==> config.mk <==
export PLATFORM = sky130hd
export DESIGN_NAME = median_frame_ctrl
export DESIGN_NICKNAME = d
export VERILOG_FILES = /design/src/rtl/median_frame_ctrl.sv
export SDC_FILE = /design/constraint.sdc
export NUM_CORES = 1
export LEC_CHECK = 0
export ABC_AREA = 1
export BUFFER_PORTS_ARGS = -buffer_cell sky130_fd_sc_hd__buf_2
export CAP_MARGIN = 20
export CORE_AREA = 5 5 200 202
export DETAILED_ROUTE_END_ITERATION = 6
export DIE_AREA = 0 0 205 207
export PLACE_DENSITY = 0.76
export SLEW_MARGIN = 25
export SYNTH_ARGS = -nofsm -noshare
export SYNTH_HDL_FRONTEND = slang
export SYNTH_SLANG_ARGS = --single-unit
==> constraint.sdc <==
create_clock -name clk -period 7.1 [get_ports clk]
set_input_delay 1.42 -clock clk [delete_from_list [all_inputs] [get_ports clk]]
set_output_delay 1.42 -clock clk [all_outputs]
set_load 0.1 [all_outputs]
==> src/rtl/median_frame_ctrl.sv <==
// median_frame_ctrl: sequences one N*N frame into median_filter and tracks its 3x3/5x5/7x7 result counts
module median_frame_ctrl #(
    parameter int DATA_W     = 8,
    parameter int SIZE_W     = 9,
    parameter int CNT_W      = 18,
    parameter int MIN_SIZE   = 7,
    parameter int CLR_CYCLES = 4,
    parameter int TIMEOUT    = 4096
) (
    input  logic              clk,
    input  logic              rst,
    input  logic              cfg_start,
    input  logic [SIZE_W-1:0] cfg_img_size,
    output logic              busy_o,
    output logic              done_o,
    output logic              err_o,
    output logic [1:0]        err_code_o,
    input  logic [DATA_W-1:0] s_axis_tdata,
    input  logic              s_axis_tvalid,
    input  logic              s_axis_tlast,
    output logic              s_axis_tready,
    output logic [DATA_W-1:0] m_axis_tdata,
    output logic              m_axis_tvalid,
    input  logic              m_axis_tready,
    output logic              m_axis_tlast,
    output logic [SIZE_W-1:0] img_size_o,
    output logic              filter_clr_o,
    input  logic              m_3x3_valid_i,
    input  logic              m_5x5_valid_i,
    input  logic              m_7x7_valid_i
);
    localparam int IDLE_W = $clog2(TIMEOUT + 1);
    localparam int CLR_W  = $clog2(CLR_CYCLES + 1);

    typedef enum logic [2:0] {IDLE, CLEAR, FEED, DRAIN, DONE, ERR} state_t;

    state_t            state_q;
    logic [CNT_W-1:0]  pix_q, p_q, e3_q, e5_q, e7_q, c3_q, c5_q, c7_q;
    logic [CNT_W-1:0]  c3_d, c5_d, c7_d, n_in;
    logic [IDLE_W-1:0] idle_q;
    logic [CLR_W-1:0]  clr_q;
    logic [SIZE_W-1:0] size_q;
    logic              err_q;
    logic [1:0]        code_q;
    logic              feed, clr_last, count_en, xfer, last_beat, complete, strobe;

    assign feed          = state_q == FEED;
    assign clr_last      = state_q == CLEAR && clr_q == CLR_W'(CLR_CYCLES - 1);
    assign busy_o        = state_q inside {CLEAR, FEED, DRAIN};
    assign done_o        = state_q == DONE;
    assign err_o         = err_q;
    assign err_code_o    = code_q;
    assign img_size_o    = size_q;
    assign filter_clr_o  = state_q == CLEAR;
    assign s_axis_tready = feed & m_axis_tready;
    assign m_axis_tvalid = feed & s_axis_tvalid;
    assign m_axis_tdata  = feed ? s_axis_tdata : '0;
    assign last_beat     = pix_q == p_q - 1'b1;
    assign m_axis_tlast  = feed & last_beat;
    assign xfer          = feed & s_axis_tvalid & m_axis_tready;
    assign n_in          = CNT_W'(cfg_img_size);
    assign strobe        = m_3x3_valid_i | m_5x5_valid_i | m_7x7_valid_i;
    // results can overlap feeding, so counting opens on the last clear cycle
    assign count_en      = clr_last | feed | (state_q == DRAIN);
    assign c3_d          = (count_en && m_3x3_valid_i && c3_q != e3_q) ? c3_q + 1'b1 : c3_q;
    assign c5_d          = (count_en && m_5x5_valid_i && c5_q != e5_q) ? c5_q + 1'b1 : c5_q;
    assign c7_d          = (count_en && m_7x7_valid_i && c7_q != e7_q) ? c7_q + 1'b1 : c7_q;
    assign complete      = c3_d == e3_q && c5_d == e5_q && c7_d == e7_q;

    always_ff @(posedge clk or posedge rst) begin
        if (rst) begin
            state_q <= IDLE;
            pix_q   <= '0;
            p_q     <= '0;
            e3_q    <= '0;
            e5_q    <= '0;
            e7_q    <= '0;
            c3_q    <= '0;
            c5_q    <= '0;
            c7_q    <= '0;
            idle_q  <= '0;
            clr_q   <= '0;
            size_q  <= '0;
            err_q   <= 1'b0;
            code_q  <= 2'd0;
        end else begin
            c3_q <= c3_d;
            c5_q <= c5_d;
            c7_q <= c7_d;
            case (state_q)
                IDLE, DONE, ERR: begin
                    if (cfg_start) begin
                        c3_q   <= '0;
                        c5_q   <= '0;
                        c7_q   <= '0;
                        pix_q  <= '0;
                        idle_q <= '0;
                        clr_q  <= '0;
                        if (cfg_img_size < SIZE_W'(MIN_SIZE)) begin
                            state_q <= ERR;
                            err_q   <= 1'b1;
                            code_q  <= 2'd1;
                        end else begin
                            state_q <= CLEAR;
                            err_q   <= 1'b0;
                            code_q  <= 2'd0;
                            size_q  <= cfg_img_size;
                            p_q     <= n_in * n_in;
                            e3_q    <= (n_in - CNT_W'(2)) * (n_in - CNT_W'(2));
                            e5_q    <= (n_in - CNT_W'(4)) * (n_in - CNT_W'(4));
                            e7_q    <= (n_in - CNT_W'(6)) * (n_in - CNT_W'(6));
                        end
                    end else if (state_q == DONE) begin
                        state_q <= IDLE;
                    end
                end
                CLEAR: begin
                    clr_q <= clr_q + 1'b1;
                    if (clr_last) state_q <= FEED;
                end
                FEED: begin
                    if (xfer) begin
                        pix_q <= pix_q + 1'b1;
                        if (s_axis_tlast != last_beat) begin
                            state_q <= ERR;
                            err_q   <= 1'b1;
                            code_q  <= 2'd2;
                        end else if (last_beat) begin
                            state_q <= DRAIN;
                        end
                    end
                end
                DRAIN: begin
                    idle_q <= strobe ? '0 : idle_q + 1'b1;
                    if (complete) begin
                        state_q <= DONE;
                    end else if (!strobe && idle_q == IDLE_W'(TIMEOUT - 1)) begin
                        state_q <= ERR;
                        err_q   <= 1'b1;
                        code_q  <= 2'd3;
                    end
                end
                default: state_q <= IDLE;
            endcase
        end
    end
endmodule

==> impl_metrics.json <==
{
  "use_met2": 0.453,
  "hp-class": "flip-flop to flip-flop",
  "via_count": 20100,
  "synth_ff_type": "dfrtp_1",
  "post-route-drc-count": 0,
  "cp.depth": 28,
  "drt-wirelength-per-cell_um": 15.0,
  "drt_iter0_drc": 1556,
  "crit_buf_inv": 8,
  "drt-total-wl_um": 56900,
  "critical_path_arrival_ns": 7.13,
  "cp.required_ns": 7.41,
  "root_buffer": "clkbuf_16",
  "reg2reg_depth": 18,
  "whs_endpoint": "err_code_o[0]$_DFFE_PP0P_",
  "synthTopCellsByArea": "fa_1, dfrtp_1, inv_1",
  "peakVddDrop_mv": 0.187,
  "r2r_end": "err_o$_DFFE_PP0P_",
  "coreArea_um2": 38100,
  "nets": 3712,
  "fin_worst_skew_ns": 0.0101,
  "p_leak_uw": 0.0136,
  "drt_pass1_iterations": 6,
  "synth-edff-count": 0,
  "cts.clk_slew.worst_paths_ns": 0.07,
  "ant_nets": 0,
  "r2r_start": "p_q[0]$_DFFE_PP0P_",
  "synth_fa_ha_area_frac": 0.321,
  "met1_usage": 0.384,
  "worst_path_most_repeated_cell": "inv_1",
  "grt.total_usage": 0.275,
  "cap_violations": 0,
  "htree_levels": 4,
  "fin_crit_sh": 0.960,
  "clock_latency_ns": 0.46,
  "synthCells": 3079,
  "final.setup.tns_ns": 0,
  "fmax_ghz": 0.147,
  "grt_pass1_wl_um": 96100,
  "io_pins": 52,
  "fillers": 3327,
  "cp-start-kind": "primary input",
  "reg2reg_setup_slack_ns": 3.57,
  "setup_violations": 0,
  "ys_seq_area_frac": 0.183,
  "grt_antenna_before_repair": 0,
  "status": "complete, no violations",
  "die_y_um": 207,
  "grt.met3_usage": 0.0368,
  "synth_top_family_by_area": "adder cells",
  "hp-start": "err_code_o[0]$_DFFE_PP0P_",
  "slew_headroom": 0.431,
  "p_per_area_nw_per_um2": 356,
  "clkSinkCount": 165,
  "area_delta_synth_final_pct": 10.7,
  "place_congestion": 0.951,
  "n_antenna_cell": 0,
  "crit_slowest_cell": "fa_1",
  "hold_path_depth": 2,
  "synth_area_um2": 22500,
  "max_slew.worst_pin.slew_ns": 0.853,
  "synth_xor_area_frac": 0.0517,
  "end_kind": "flip-flop",
  "drive_gt1_frac": 0.0969,
  "cts_buffer_depth": 2,
  "ys_ff_latch": 165,
  "start_util": 0.591,
  "core.rowCount": 72,
  "die-area_um2": 42400,
  "fin_cells": 3788,
  "yosys.area_share.simple": 0.245,
  "dpl.hpwl_um": 46300,
  "hold_viol": 0,
  "synthMuxAreaShare": 0,
  "crit_fanout": 7,
  "grt-busiest-layer": "met2",
  "first_global_vias": 20200,
  "yosys.area.top_type_share": 0.221,
  "slew_viol_final": 0,
  "port-buffer-count": 51,
  "die_x_um": 205,
  "cts_tree": "yes",
  "synth_compound_area_frac": 0.0680,
  "overflow": 0,
  "ys_types": 56,
  "cpPeakStageDelay_ns": 0.58,
  "min_period_ns": 6.82,
  "grt_max_degree": 82,
  "dp_cells": 3756,
  "final_util": 0.654,
  "viasPerCell": 5.30,
  "hold_ws_ns": 0.480,
  "synthArstFlopShare": 1.00,
  "syn_area_per_cell_um2": 7.31,
  "cp_top_family": "adder cells",
  "yosysTopAreaCell": "fa_1",
  "cts_buffers": 17,
  "yosys_warnings": 0,
  "critical_path_class": "primary input to flip-flop"
}
==> per-stage QoR <==
step,instance area (µm²),setup WS (ns),total power (µW)
6_report,24900,0.284,8880
3_3_place_gp,24400,-0.0526,7720
4_1_cts,24900,0.331,8870
5_1_grt,24900,-0.00183,9880
3_5_place_dp,24400,-0.136,7940
2_1_floorplan,22500,0.0208,6110
==> flip-flops by register name (all words and copies together) (netlist names) <==
signal	flops
err_code_o	2
e3_q	16
img_size_o	8
c3_q	18
pix_q	18
e5_q	16
e7_q	15
idle_q	13
p_q	16
state_q	3
c5_q	18
err_o	1
c7_q	18
clr_q	3
==> cell type report <==
| cell class | instances | area (µm²) | share of cell area |
|---|---|---|---|
| Clock buffer | 17 | 425 | 0.0171 |
| Clock inverter | 14 | 106 | 0.00427 |
| Timing Repair Buffer | 208 | 1450 | 0.0580 |
| Sequential cell | 165 | 4130 | 0.166 |
| Multi-Input combinational cell | 2149 | 15500 | 0.621 |
| Tap cell | 518 | 648 | 0.0260 |
| Inverter | 717 | 2700 | 0.108 |
==> layer usage <==
layer / up-vias / wire [µm]
li1: 9717 / -
met1: 9585 / 24900
met2: 681 / 26600
met3: 104 / 3870
met4: 0 / 1490
met5: - / 0
==> tightest hold or removal path: cells and delay by family (launching register included) <==
kind          cells  cell delay (ns)
flops             1             0.35
simple gates      2             0.10
==> what timing repair did <==
item,in CTS,in global routing
hold buffers,0,0
setup buffers,0,1
setup endpoints to repair,0,2
gates resized for setup,0,1
==> cell families after synthesis <==
logic type / count (synthesis)
buffers and inverters: 772
other: 2
AOI/OAI and AO/OA: 272
adders and majority gates: 428
DFF: 165
and+or+nand+nor: 1307
xor gates and xnor gates: 133
==> worst max path at each step <==
stage                                from                   end  slack, ns
after floorplan           cfg_img_size[2]  e3_q[16]$_DFFE_PP0P_       0.02
after global placement    cfg_img_size[3]  e7_q[17]$_DFFE_PP0P_      -0.05
after detailed placement  cfg_img_size[3]  e3_q[16]$_DFFE_PP0P_      -0.14
after CTS                 cfg_img_size[3]  e3_q[16]$_DFFE_PP0P_       0.33
after global routing      cfg_img_size[3]  e3_q[16]$_DFFE_PP0P_     -0.002
final                     cfg_img_size[3]  e7_q[17]$_DFFE_PP0P_       0.28
==> where the power goes <==
group | switching (µW) | internal (µW)
Sequential | 358 | 1260
Combinational | 3920 | 2460
Clock | 427 | 448
Total | 4710 | 4170
==> cell usage after synthesis, drive strengths merged, types with 31 or more instances <==
library cell and instances:
fa 249, dfrtp 165, a21oi 67, nor3 56, inv 714, ha 179
o21ai 136, xor2 94, xnor2 39, nand3 153, nor2 346, clkbuf 42
nand4 31, nand2 684
==> cell usage in the layout, fill, tap and decap left out, drive strengths merged <==
| master | n |
|---|---|
| xor2 | 94 |
| o21bai | 9 |
| a2111oi | 1 |
| nor3 | 56 |
| clkinv | 10 |
| nand4 | 31 |
| o32ai | 2 |
| a22o | 1 |
| inv | 718 |
| a21o | 1 |
| o21a | 1 |
| or2 | 15 |
| and2 | 1 |
| clkinvlp | 3 |
| nand3b | 10 |
| o211ai | 3 |
| a211oi | 3 |
| buf | 208 |
| o31ai | 8 |
| fa | 249 |
| a31oi | 11 |
| and3 | 1 |
| nor3b | 4 |
| dfrtp | 165 |
| nand3 | 153 |
| o22ai | 20 |
| ha | 179 |
| nand2 | 684 |
| clkbuf | 17 |
| o2111ai | 2 |
| nor2 | 346 |
| conb | 9 |
| xnor2 | 39 |
| o221ai | 7 |
| o21ai | 136 |
| a21oi | 67 |
| nor4 | 6 |
Power figures use the tool's default switching activity.
